`src/rtl/e203_lsu_icb_splt.sv`:
```
// LSU ICB splitter: routes one upstream ICB to N_TGT targets by address region, keeps
// responses in order via an outstanding FIFO, and tracks the LR/SC reservation.
module e203_lsu_icb_splt #(
    parameter int unsigned AW       = 32,
    parameter int unsigned DW       = 32,
    parameter int unsigned N_TGT    = 3,
    parameter int unsigned OUTS_NUM = 2,
    parameter int unsigned RGN_LSB  = 16,
    parameter int unsigned EXCL_TMO = 64
) (
    input  logic                          clk,
    input  logic                          rst,
    input  logic                          i_icb_cmd_valid,
    output logic                          i_icb_cmd_ready,
    input  logic [AW-1:0]                 i_icb_cmd_addr,
    input  logic                          i_icb_cmd_read,
    input  logic [DW-1:0]                 i_icb_cmd_wdata,
    input  logic [DW/8-1:0]               i_icb_cmd_wmask,
    input  logic                          i_icb_cmd_excl,
    output logic                          i_icb_rsp_valid,
    input  logic                          i_icb_rsp_ready,
    output logic                          i_icb_rsp_err,
    output logic                          i_icb_rsp_excl_ok,
    output logic [DW-1:0]                 i_icb_rsp_rdata,
    output logic [N_TGT-1:0]              o_icb_cmd_valid,
    input  logic [N_TGT-1:0]              o_icb_cmd_ready,
    output logic [AW-1:0]                 o_icb_cmd_addr,
    output logic                          o_icb_cmd_read,
    output logic [DW-1:0]                 o_icb_cmd_wdata,
    output logic [DW/8-1:0]               o_icb_cmd_wmask,
    input  logic [N_TGT-1:0]              o_icb_rsp_valid,
    output logic [N_TGT-1:0]              o_icb_rsp_ready,
    input  logic [N_TGT-1:0]              o_icb_rsp_err,
    input  logic [N_TGT*DW-1:0]           o_icb_rsp_rdata,
    input  logic [N_TGT*(AW-RGN_LSB)-1:0] tgt_base,
    input  logic                          commit_flush
);

    localparam int unsigned RW  = AW - RGN_LSB;
    localparam int unsigned TW  = $clog2(N_TGT);
    localparam int unsigned PW  = (OUTS_NUM > 1) ? $clog2(OUTS_NUM) : 1;
    localparam int unsigned CW  = $clog2(OUTS_NUM + 1);
    localparam int unsigned TMW = (EXCL_TMO > 1) ? $clog2(EXCL_TMO) : 1;
    localparam bit          TMO_EN = (EXCL_TMO != 0);

    logic [TW-1:0]  fifo_tgt_q [OUTS_NUM];
    logic           fifo_sc_q  [OUTS_NUM];
    logic [PW-1:0]  wptr_q, rptr_q;
    logic [CW-1:0]  cnt_q;
    logic [TW-1:0]  last_tgt_q;
    logic           excl_flg_q, excl_flg_d;
    logic [AW-1:0]  excl_addr_q, excl_addr_d;
    logic [TMW-1:0] timer_q, timer_d;

    logic [TW-1:0] tgt, head_tgt;
    logic          head_sc, empty, full, go;
    logic          cmd_hsk, rsp_hsk, scond_true, sc_fail;
    logic          lr_set, st_clr, tmo_clr;

    function automatic logic [PW-1:0] ptr_inc(input logic [PW-1:0] p);
        return (p == PW'(OUTS_NUM - 1)) ? '0 : p + 1'b1;
    endfunction

    // Descending scan so the lowest matching region wins; last target is the default.
    always_comb begin
        tgt = TW'(N_TGT - 1);
        for (int k = N_TGT - 2; k >= 0; k--) begin
            if (i_icb_cmd_addr[AW-1:RGN_LSB] == tgt_base[k*RW +: RW]) tgt = TW'(k);
        end
    end

    assign empty = (cnt_q == '0);
    assign full  = (cnt_q == CW'(OUTS_NUM));
    assign go    = ~full & (empty | (tgt == last_tgt_q));

    always_comb begin
        o_icb_cmd_valid = '0;
        for (int k = 0; k < N_TGT; k++) begin
            o_icb_cmd_valid[k] = i_icb_cmd_valid & go & (tgt == TW'(k));
        end
    end

    assign i_icb_cmd_ready = o_icb_cmd_ready[tgt] & go;
    assign cmd_hsk         = i_icb_cmd_valid & i_icb_cmd_ready;

    assign scond_true = i_icb_cmd_excl & ~i_icb_cmd_read & excl_flg_q
                      & (i_icb_cmd_addr == excl_addr_q);
    assign sc_fail    = i_icb_cmd_excl & ~i_icb_cmd_read & ~scond_true;

    assign o_icb_cmd_addr  = i_icb_cmd_addr;
    assign o_icb_cmd_read  = i_icb_cmd_read;
    assign o_icb_cmd_wdata = i_icb_cmd_wdata;
    assign o_icb_cmd_wmask = sc_fail ? '0 : i_icb_cmd_wmask;

    assign head_tgt          = fifo_tgt_q[rptr_q];
    assign head_sc           = fifo_sc_q[rptr_q];
    assign i_icb_rsp_valid   = ~empty & o_icb_rsp_valid[head_tgt];
    assign i_icb_rsp_excl_ok = head_sc;
    assign rsp_hsk           = i_icb_rsp_valid & i_icb_rsp_ready;

    always_comb begin
        o_icb_rsp_ready = '0;
        i_icb_rsp_err   = 1'b0;
        i_icb_rsp_rdata = '0;
        for (int k = 0; k < N_TGT; k++) begin
            if (head_tgt == TW'(k)) begin
                o_icb_rsp_ready[k] = i_icb_rsp_ready & ~empty;
                i_icb_rsp_err      = o_icb_rsp_err[k];
                i_icb_rsp_rdata    = o_icb_rsp_rdata[k*DW +: DW];
            end
        end
    end

    // A new LR takes priority over any clearing event in the same cycle.
    always_comb begin
        lr_set      = cmd_hsk & i_icb_cmd_read & i_icb_cmd_excl;
        st_clr      = cmd_hsk & ~i_icb_cmd_read & excl_flg_q & (i_icb_cmd_addr == excl_addr_q);
        tmo_clr     = TMO_EN & excl_flg_q & (timer_q == TMW'(EXCL_TMO - 1));
        excl_flg_d  = lr_set | (excl_flg_q & ~(st_clr | commit_flush | tmo_clr));
        excl_addr_d = lr_set ? i_icb_cmd_addr : excl_addr_q;
        timer_d     = (lr_set | ~excl_flg_d) ? '0 : timer_q + 1'b1;
    end

    always_ff @(posedge clk) begin
        if (rst) begin
            for (int i = 0; i < OUTS_NUM; i++) begin
                fifo_tgt_q[i] <= '0;
                fifo_sc_q[i]  <= 1'b0;
            end
            wptr_q      <= '0;
            rptr_q      <= '0;
            cnt_q       <= '0;
            last_tgt_q  <= '0;
            excl_flg_q  <= 1'b0;
            excl_addr_q <= '0;
            timer_q     <= '0;
        end else begin
            if (cmd_hsk) begin
                fifo_tgt_q[wptr_q] <= tgt;
                fifo_sc_q[wptr_q]  <= scond_true;
                wptr_q             <= ptr_inc(wptr_q);
                last_tgt_q         <= tgt;
            end
            if (rsp_hsk) rptr_q <= ptr_inc(rptr_q);
            if (cmd_hsk & ~rsp_hsk) begin
                cnt_q <= cnt_q + 1'b1;
            end else if (~cmd_hsk & rsp_hsk) begin
                cnt_q <= cnt_q - 1'b1;
            end
            excl_flg_q  <= excl_flg_d;
            excl_addr_q <= excl_addr_d;
            timer_q     <= timer_d;
        end
    end

endmodule

```
`config.mk`:
```
export PLATFORM = sky130hd
export DESIGN_NAME = e203_lsu_icb_splt
export DESIGN_NICKNAME = d
export VERILOG_FILES = /design/src/rtl/e203_lsu_icb_splt.sv
export SDC_FILE = /design/constraint.sdc
export NUM_CORES = 1
export LEC_CHECK = 0
export BUFFER_PORTS_ARGS = -buffer_cell sky130_fd_sc_hd__buf_4
export CAP_MARGIN = 20
export CELL_PAD_IN_SITES_DETAIL_PLACEMENT = 1
export CELL_PAD_IN_SITES_GLOBAL_PLACEMENT = 1
export CORE_ASPECT_RATIO = 0.9
export CORE_UTILIZATION = 25
export CTS_CLUSTER_DIAMETER = 150
export CTS_CLUSTER_SIZE = 40
export DETAILED_ROUTE_END_ITERATION = 10
export PLACE_DENSITY_LB_ADDON = 0.1
export SETUP_SLACK_MARGIN = 0.05
export SLEW_MARGIN = 20
export SYNTH_ARGS = -nofsm -noshare
export SYNTH_HDL_FRONTEND = slang
export SYNTH_SLANG_ARGS = --single-unit
```
`constraint.sdc`:
```
create_clock -name clk -period 2.8 [get_ports clk]
set_input_delay 0.42 -clock clk [delete_from_list [all_inputs] [get_ports clk]]
set_output_delay 0.42 -clock clk [all_outputs]
set_load 0.01 [all_outputs]
```
=== After elaboration in Yosys (flattened, before gate mapping) ===
Memories as Yosys holds them, arrays and structs flattened. A register that Yosys moved wholly into a read port is not among the register bits.
Index checks and enable logic that the tools add are counted.

* Flip-flop bits (word level): 45
* Bits in writable memories: 6
* Input bits: 228
* Output and inout bits: 111
* Word-level logic and storage cells: 104
* Memories kept: 2

* Add/subtract/negate cells: 5
* $lt $le $gt $ge: 2
* Equal/unequal tests: 10
* Multiplexer cells: 35
* Bitwise gates (word level): 36
* Reductions and logical operators: 7

{| class="wikitable"
|+ Memories
! name !! words !! width !! read ports !! clocked after Yosys merged registers in !! wr ports !! RTL line !! text
|-
| fifo_tgt_q || 2 || 2 || 1 || 1 || 2 || 46 || <nowiki>logic [TW-1:0] fifo_tgt_q [OUTS_NUM];</nowiki>
|-
| fifo_sc_q || 2 || 1 || 1 || 1 || 2 || 47 || <nowiki>logic fifo_sc_q [OUTS_NUM];</nowiki>
|}

{| class="wikitable"
|+ Operator list
! operator !! number
|-
| two-way mux 32 bit || 3
|-
| equality test 16 bit || 2
|-
| equality test 32 bit || 1
|-
| two-way mux 1 bit || 24
|-
| bitwise AND 1 bit || 23
|-
| two-way mux 2 bit || 5
|-
| NOT 1 bit || 8
|-
| adder 6 x 1 -> 6 bit (second input constant) || 1
|-
| equality test 2 bit (second input constant) || 3
|-
| equality test 6 bit (second input constant) || 1
|-
| logical NOT 2 bit || 3
|-
| less-than comparator 2 x 3 -> 1 bit (second input constant) || 2
|-
| OR 1 bit || 5
|-
| binary-select mux 1 bit (select 2 bit) || 2
|-
| equality test 2 x 1 -> 1 bit (second input constant) || 2
|-
| two-way mux 4 bit || 1
|-
| OR reduction 2 bit || 2
|-
| adder 1 bit (second input constant) || 2
|-
| adder 2 x 1 -> 2 bit (second input constant) || 1
|-
| equality test 2 bit || 1
|-
| nonzero test 2 bit || 1
|-
| subtractor 2 x 1 -> 2 bit (second input constant) || 1
|-
| OR reduction 1 bit || 1
|}

=== Longest topological paths before layout ===
* Word-level depth: 19
* Gate-level depth with buffers: 12
* Gate-level depth less buffers: 11

=== Worst setup path after synthesis ===
Ideal clock, no wire load.

* Kind: in2reg
* Start: in i_icb_cmd_addr[17]
* End: reg cnt_q[1]
* Library setup time: 0.070 ns
* Arrival: 2.695 ns
* Required time: 2.730 ns
* Slack: 0.035 ns
* Stages on the path: 11
* Buffers on the path: 1
* Cell sequence: xor2_1 > nor4_2 > nand4_2 > and3_4 > o31a_1 > buf_2 > nand2_1 > inv_1 > ha_1 > or3_1 > a21oi_1

* Cells in the longest elaborated chain, start to end: 11
* Elaborated cells between the ends (all ways): 16
* Those cells by class: eq/ne: 3; mux: 5; bitwise: 7; reduce/logical: 1

{| class="wikitable"
|+ Ends and longest elaborated chain
! element !! RTL line !! text
|-
| from (decl) || 15 || <nowiki>input logic [AW-1:0] i_icb_cmd_addr,</nowiki>
|-
| equality test 16 bit || 68 || <nowiki>if (i_icb_cmd_addr[AW-1:RGN_LSB] == tgt_base[k*RW +: RW]) tgt = TW'(k);</nowiki>
|-
| two-way mux 2 bit || 68 ||
|-
| two-way mux 2 bit (*) || 68 ||
|-
| equality test 2 bit || 74 || <nowiki>assign go = ~full & (empty | (tgt == last_tgt_q));</nowiki>
|-
| OR 1 bit || 74 ||
|-
| bitwise AND 1 bit || 74 ||
|-
| bitwise AND 1 bit (*) || 83 || <nowiki>assign i_icb_cmd_ready = o_icb_cmd_ready[tgt] & go;</nowiki>
|-
| bitwise AND 1 bit (*) || 84 || <nowiki>assign cmd_hsk = i_icb_cmd_valid & i_icb_cmd_ready;</nowiki>
|-
| NOT 1 bit || 147 || <nowiki>end else if (~cmd_hsk & rsp_hsk) begin</nowiki>
|-
| bitwise AND 1 bit || 147 ||
|-
| nonzero test 2 bit (no source line) || -- ||
|-
| to (signal assigned) || 146 || <nowiki>cnt_q <= cnt_q + 1'b1;</nowiki>
|-
| to (signal assigned) || 148 || <nowiki>cnt_q <= cnt_q - 1'b1;</nowiki>
|-
| to (decl) || 49 || <nowiki>logic [CW-1:0] cnt_q;</nowiki>
|}

Mark *: on every way between the ends. The rest lies on a longest branch, timed or not. The select of a mux whose other input is x is not followed.
A chain may end at the register's enable or synchronous reset.

=== Final worst setup path ===
* Start: in i_icb_cmd_addr[29]
* End: out o_icb_cmd_valid[0]

* Cells in the longest elaborated chain, start to end: 8
* Elaborated cells between the ends (all ways): 10
* Those cells by class: eq/ne: 3; mux: 2; bitwise: 4; reduce/logical: 1

{| class="wikitable"
|+ Ends and longest elaborated chain
! element !! RTL line !! text
|-
| equality test 16 bit || 68 ||
|-
| two-way mux 2 bit || 68 ||
|-
| two-way mux 2 bit (*) || 68 ||
|-
| equality test 2 bit || 74 ||
|-
| OR 1 bit || 74 ||
|-
| bitwise AND 1 bit || 74 ||
|-
| bitwise AND 1 bit || 79 || <nowiki>o_icb_cmd_valid[k] = i_icb_cmd_valid & go & (tgt == TW'(k));</nowiki>
|-
| bitwise AND 1 bit (*) || 79 ||
|-
| to (decl) || 25 || <nowiki>output logic [N_TGT-1:0] o_icb_cmd_valid,</nowiki>
|}

Mark *: on every way between the ends. The rest lies on a longest branch, timed or not.

==> summary.md <==
| Metric | Value |
|---|---|
| Drt first pass iters | `6` |
| Leftover overflow at the end of global routing | `0` |
| Crit-path cells | `buf_6, xor2_2, nor4_2, buf_4, and4_4, nor4_4, buf_4, o31ai_4, nor2_1, buf_4` |
| Critical Path Max Stage Delay | `370 ps` |
| Type of the worst setup path | `input port to output pin` |
| P_sw | `1.17 mW` |
| Vias per cell | `4.80` |
| Placed insts | `976` |
| Synthesized flop and latch total | `52` |
| Clock Power Share | `0.215` |
| Hold Fails Final Rpt | `0` |
| WP data required | `2380 ps` |
| VDD IR-drop max | `239 µV` |
| Slew @ Worst Pin | `569 ps` |
| Post-layout util | `0.391` |
| Cell row count | `45` |
| IO Pins | `339` |
| Avg WL per Cell | `18.8 µm` |
| Area leader, netlist | `dfxtp_1` |
| Startpoint Class | `input port` |
| Total die area | `18300 µm²` |
| Flop pwr share | `0.274` |
| Internal power | `1.89 mW` |
| CTS tree | `done` |
| Mapped Nets | `771` |
| Clock Latency Late Sink | `310 ps` |
| Max-cap violation count | `0` |
| Number of global-route vias before repair | `4876` |
| FILL cells | `2074` |
| Core footprint | `17100 µm²` |
| Period utilization | `0.948` |
| Slowest CP cell | `o31ai_4` |
| Vias after detailed routing | `4740` |
| DRC | `0` |
| Final-report setup violation count | `0` |
| Sw frac | `0.383` |
| Final hold slack | `382 ps` |
| RSZ-0062 raised after global routing | `true` |
| Slew headroom | `0.620` |
| Synthesized area | `4440 µm²` |
| CTS clock-pin slew for the worst setup and hold paths | `80 ps` |
| Synth top area cells | `dfxtp_1, buf_4, mux2i_1` |
| Register area share after synthesis | `0.248` |
| Fin cells | `988` |
| Max Clock Freq | `0.377 GHz` |
| Combinational share of power | `0.512` |
| Starting DRC count in detailed routing | `160` |
| Maximum fanout along the worst path | `5` |
| Fin. max-slew vios | `0` |
| Power per cell area | `457 nW/µm²` |
| IO Port Bufs | `258` |
| P&R area growth vs syn | `51.0%` |
| Wirelength, routed | `18.6 mm` |
| TNS Setup | `0 ps` |
| Pre-CTS setup slack | `-219 ps` |
| Num CTS Buffers | `5` |
| Final Wtd Congestion | `0.779` |
| Clk_skew | `16.2 ps` |
| Initial core utilization | `0.259` |
| Combinational family with the most area after synthesis | `simple AND/OR/NAND/NOR gates` |
| Die height | `128 µm` |
| Worst hold path class | `input port to register` |
| Initial antenna violation count | `1` |
| Highest metal used | `met4` |
| Most frequent cells in the layout | `buf_4, dfxtp_1, nand4_1` |
| Nets@finish | `981` |
| Final Worst Setup Slack | `146 ps` |
| Simple-gate area share of the yosys netlist | `0.195` |
| XOR/XNOR Fraction of Synth Area | `0.140` |
| R2R Setup Slk | `590 ps` |
| Synth Area in Adders | `0.00564` |
| Detail Route Antenna Nets | `0` |
| Die width | `142 µm` |
| Wire length on met3 | `874 µm` |
| H-tree levels | `2` |
| M1 wire length | `7.91 mm` |
| Yosys warns | `0` |
| Total GRT Usage | `0.194` |
| Synth Area in Compound Gates | `0.166` |
| Outcome | `finished clean` |
| Largest net degree at the start of global routing | `50` |
| Yosys cell types | `46` |
| First-pass GRT wire length | `27.2 mm` |
| Synth top area share | `0.208` |
| Average size of a mapped cell | `8.20 µm²` |
| DR WL met2 | `9.48 mm` |
| CTS root buf | `clkbuf_16` |
| HPWL after DPL | `14.7 mm` |
| Layout cells sized above 1 | `0.463` |
| Crit path top cell by count | `buf_4` |
| Period minus WS final | `2650 ps` |
| Hold Buf Count CTS | `0` |
| Mux contribution to synthesized area | `0.0863` |
| Leakage | `2.92 nW` |
| Mapped Cells | `541` |
| CP Capture Type | `output pin` |
| CTS sink count | `52` |
| Deepest clock path buffer count | `2` |
| Commonest non-fill, non-tap cell in the layout | `buf_4` |
| CP arrival | `2230 ps` |
[path summary, 6_finish.rpt]
| check | end | cells past startpoint | startpoint |
|---|---|---|---|
| worst min-delay path | last_tgt_q[1] | 2 | o_icb_cmd_ready[2] |
| worst max-delay path | o_icb_cmd_valid[0] | 10 | i_icb_cmd_addr[29] |
| worst min register to register | timer_q[0] | 1 | timer_q[0] |
| worst max register to register | cnt_q[1] | 8 | register |
[synthesized netlist by cell type (all sizes together)]
| library cell | n |
|---|---|
| o2111ai | 1 |
| o21ai | 39 |
| or4 | 1 |
| xnor2 | 33 |
| nand4 | 43 |
| buf | 82 |
| mux2 | 2 |
| nor3 | 6 |
| nand2b | 4 |
| nor4 | 17 |
| and3 | 2 |
| edfxtp | 6 |
| and4 | 2 |
| a21o | 2 |
| nor2 | 17 |
| mux2i | 36 |
| a311oi | 1 |
| o31a | 1 |
| a21boi | 1 |
| nand2 | 40 |
| xor2 | 38 |
| nand3 | 5 |
| nor3b | 1 |
| o21a | 1 |
| and2 | 5 |
| dfxtp | 46 |
| o22ai | 1 |
| or3 | 3 |
| clkbuf | 22 |
| a21oi | 36 |
| inv | 7 |
| nor2b | 1 |
| nor4b | 1 |
| o31ai | 34 |
| ha | 2 |
| a32o | 2 |
[kinds of logic (layout without fill, tap and decap cells)]
family / count (synthesis) / count (layout)
flops: 52 / 52
xor+xnor: 71 / 71
simple gates: 148 / 148
compound gates: 119 / 119
other cells: 0 / 1
fa+ha+maj: 2 / 2
mux: 38 / 38
buf+inv: 111 / 322
[worst max-delay path: cells and delay by family]
| kind | cells | cell delay (ps) |
|---|---|---|
| AOI/OAI and AO/OA | 1 | 370 |
| and+or+nand+nor | 4 | 670 |
| xor gates and xnor gates | 1 | 170 |
| buffers and inverters | 4 | 580 |
[area by class of cell]
cell class | instances | area, µm² | area share
timing repair buffer | 307 | 2350 | 0.352
clock inverter | 3 | 26.3 | 0.00392
tap | 235 | 294 | 0.0439
inverter | 7 | 26.3 | 0.00392
antenna | 1 | 2.50 | 0.000374
clock buffer | 5 | 125 | 0.0187
multi-input combinational | 378 | 2770 | 0.413
sequential | 52 | 1100 | 0.164
[registers in the layout, indices dropped and copies added, names as in the netlist, named ones only]
name         cells
cnt_q            2
rptr_q           1
fifo_tgt_q       4
fifo_sc_q        2
wptr_q           1
last_tgt_q       2
timer_q          6
excl_addr_q     32
excl_flg_q       1
[per-stage QoR]
| stage | total power, mW | cell area [µm²] |
|---|---|---|
| floorplan | 1.69 | 4450 |
| global placement | 2.37 | 6380 |
| detailed placement | 2.40 | 6380 |
| CTS | 3.08 | 6560 |
| global route | 3.25 | 6700 |
| finish | 3.06 | 6700 |
[repair_timing]
item,in CTS,in global routing
resized for setup,8,19
buffers inserted,1,3
setup endpoints to repair,2,15
pin swaps,9,13
[power groups by stage]
stage | Sequential (mW) | Combinational (mW) | Clock (mW)
after global placement | 0.853 | 1.52 | 0
final | 0.838 | 1.57 | 0.658
after CTS | 0.839 | 1.57 | 0.675
after global routing | 0.845 | 1.70 | 0.703
after detailed placement | 0.855 | 1.54 | 0
after floorplan | 0.842 | 0.852 | 0
[layer usage]
metal,vias to the layer above,global-route usage
li1,2303,-
met1,2280,0.247
met2,129,0.342
met3,28,0.0231
met4,0,0.0582
met5,-,0
(Power assumes the default switching activity.)
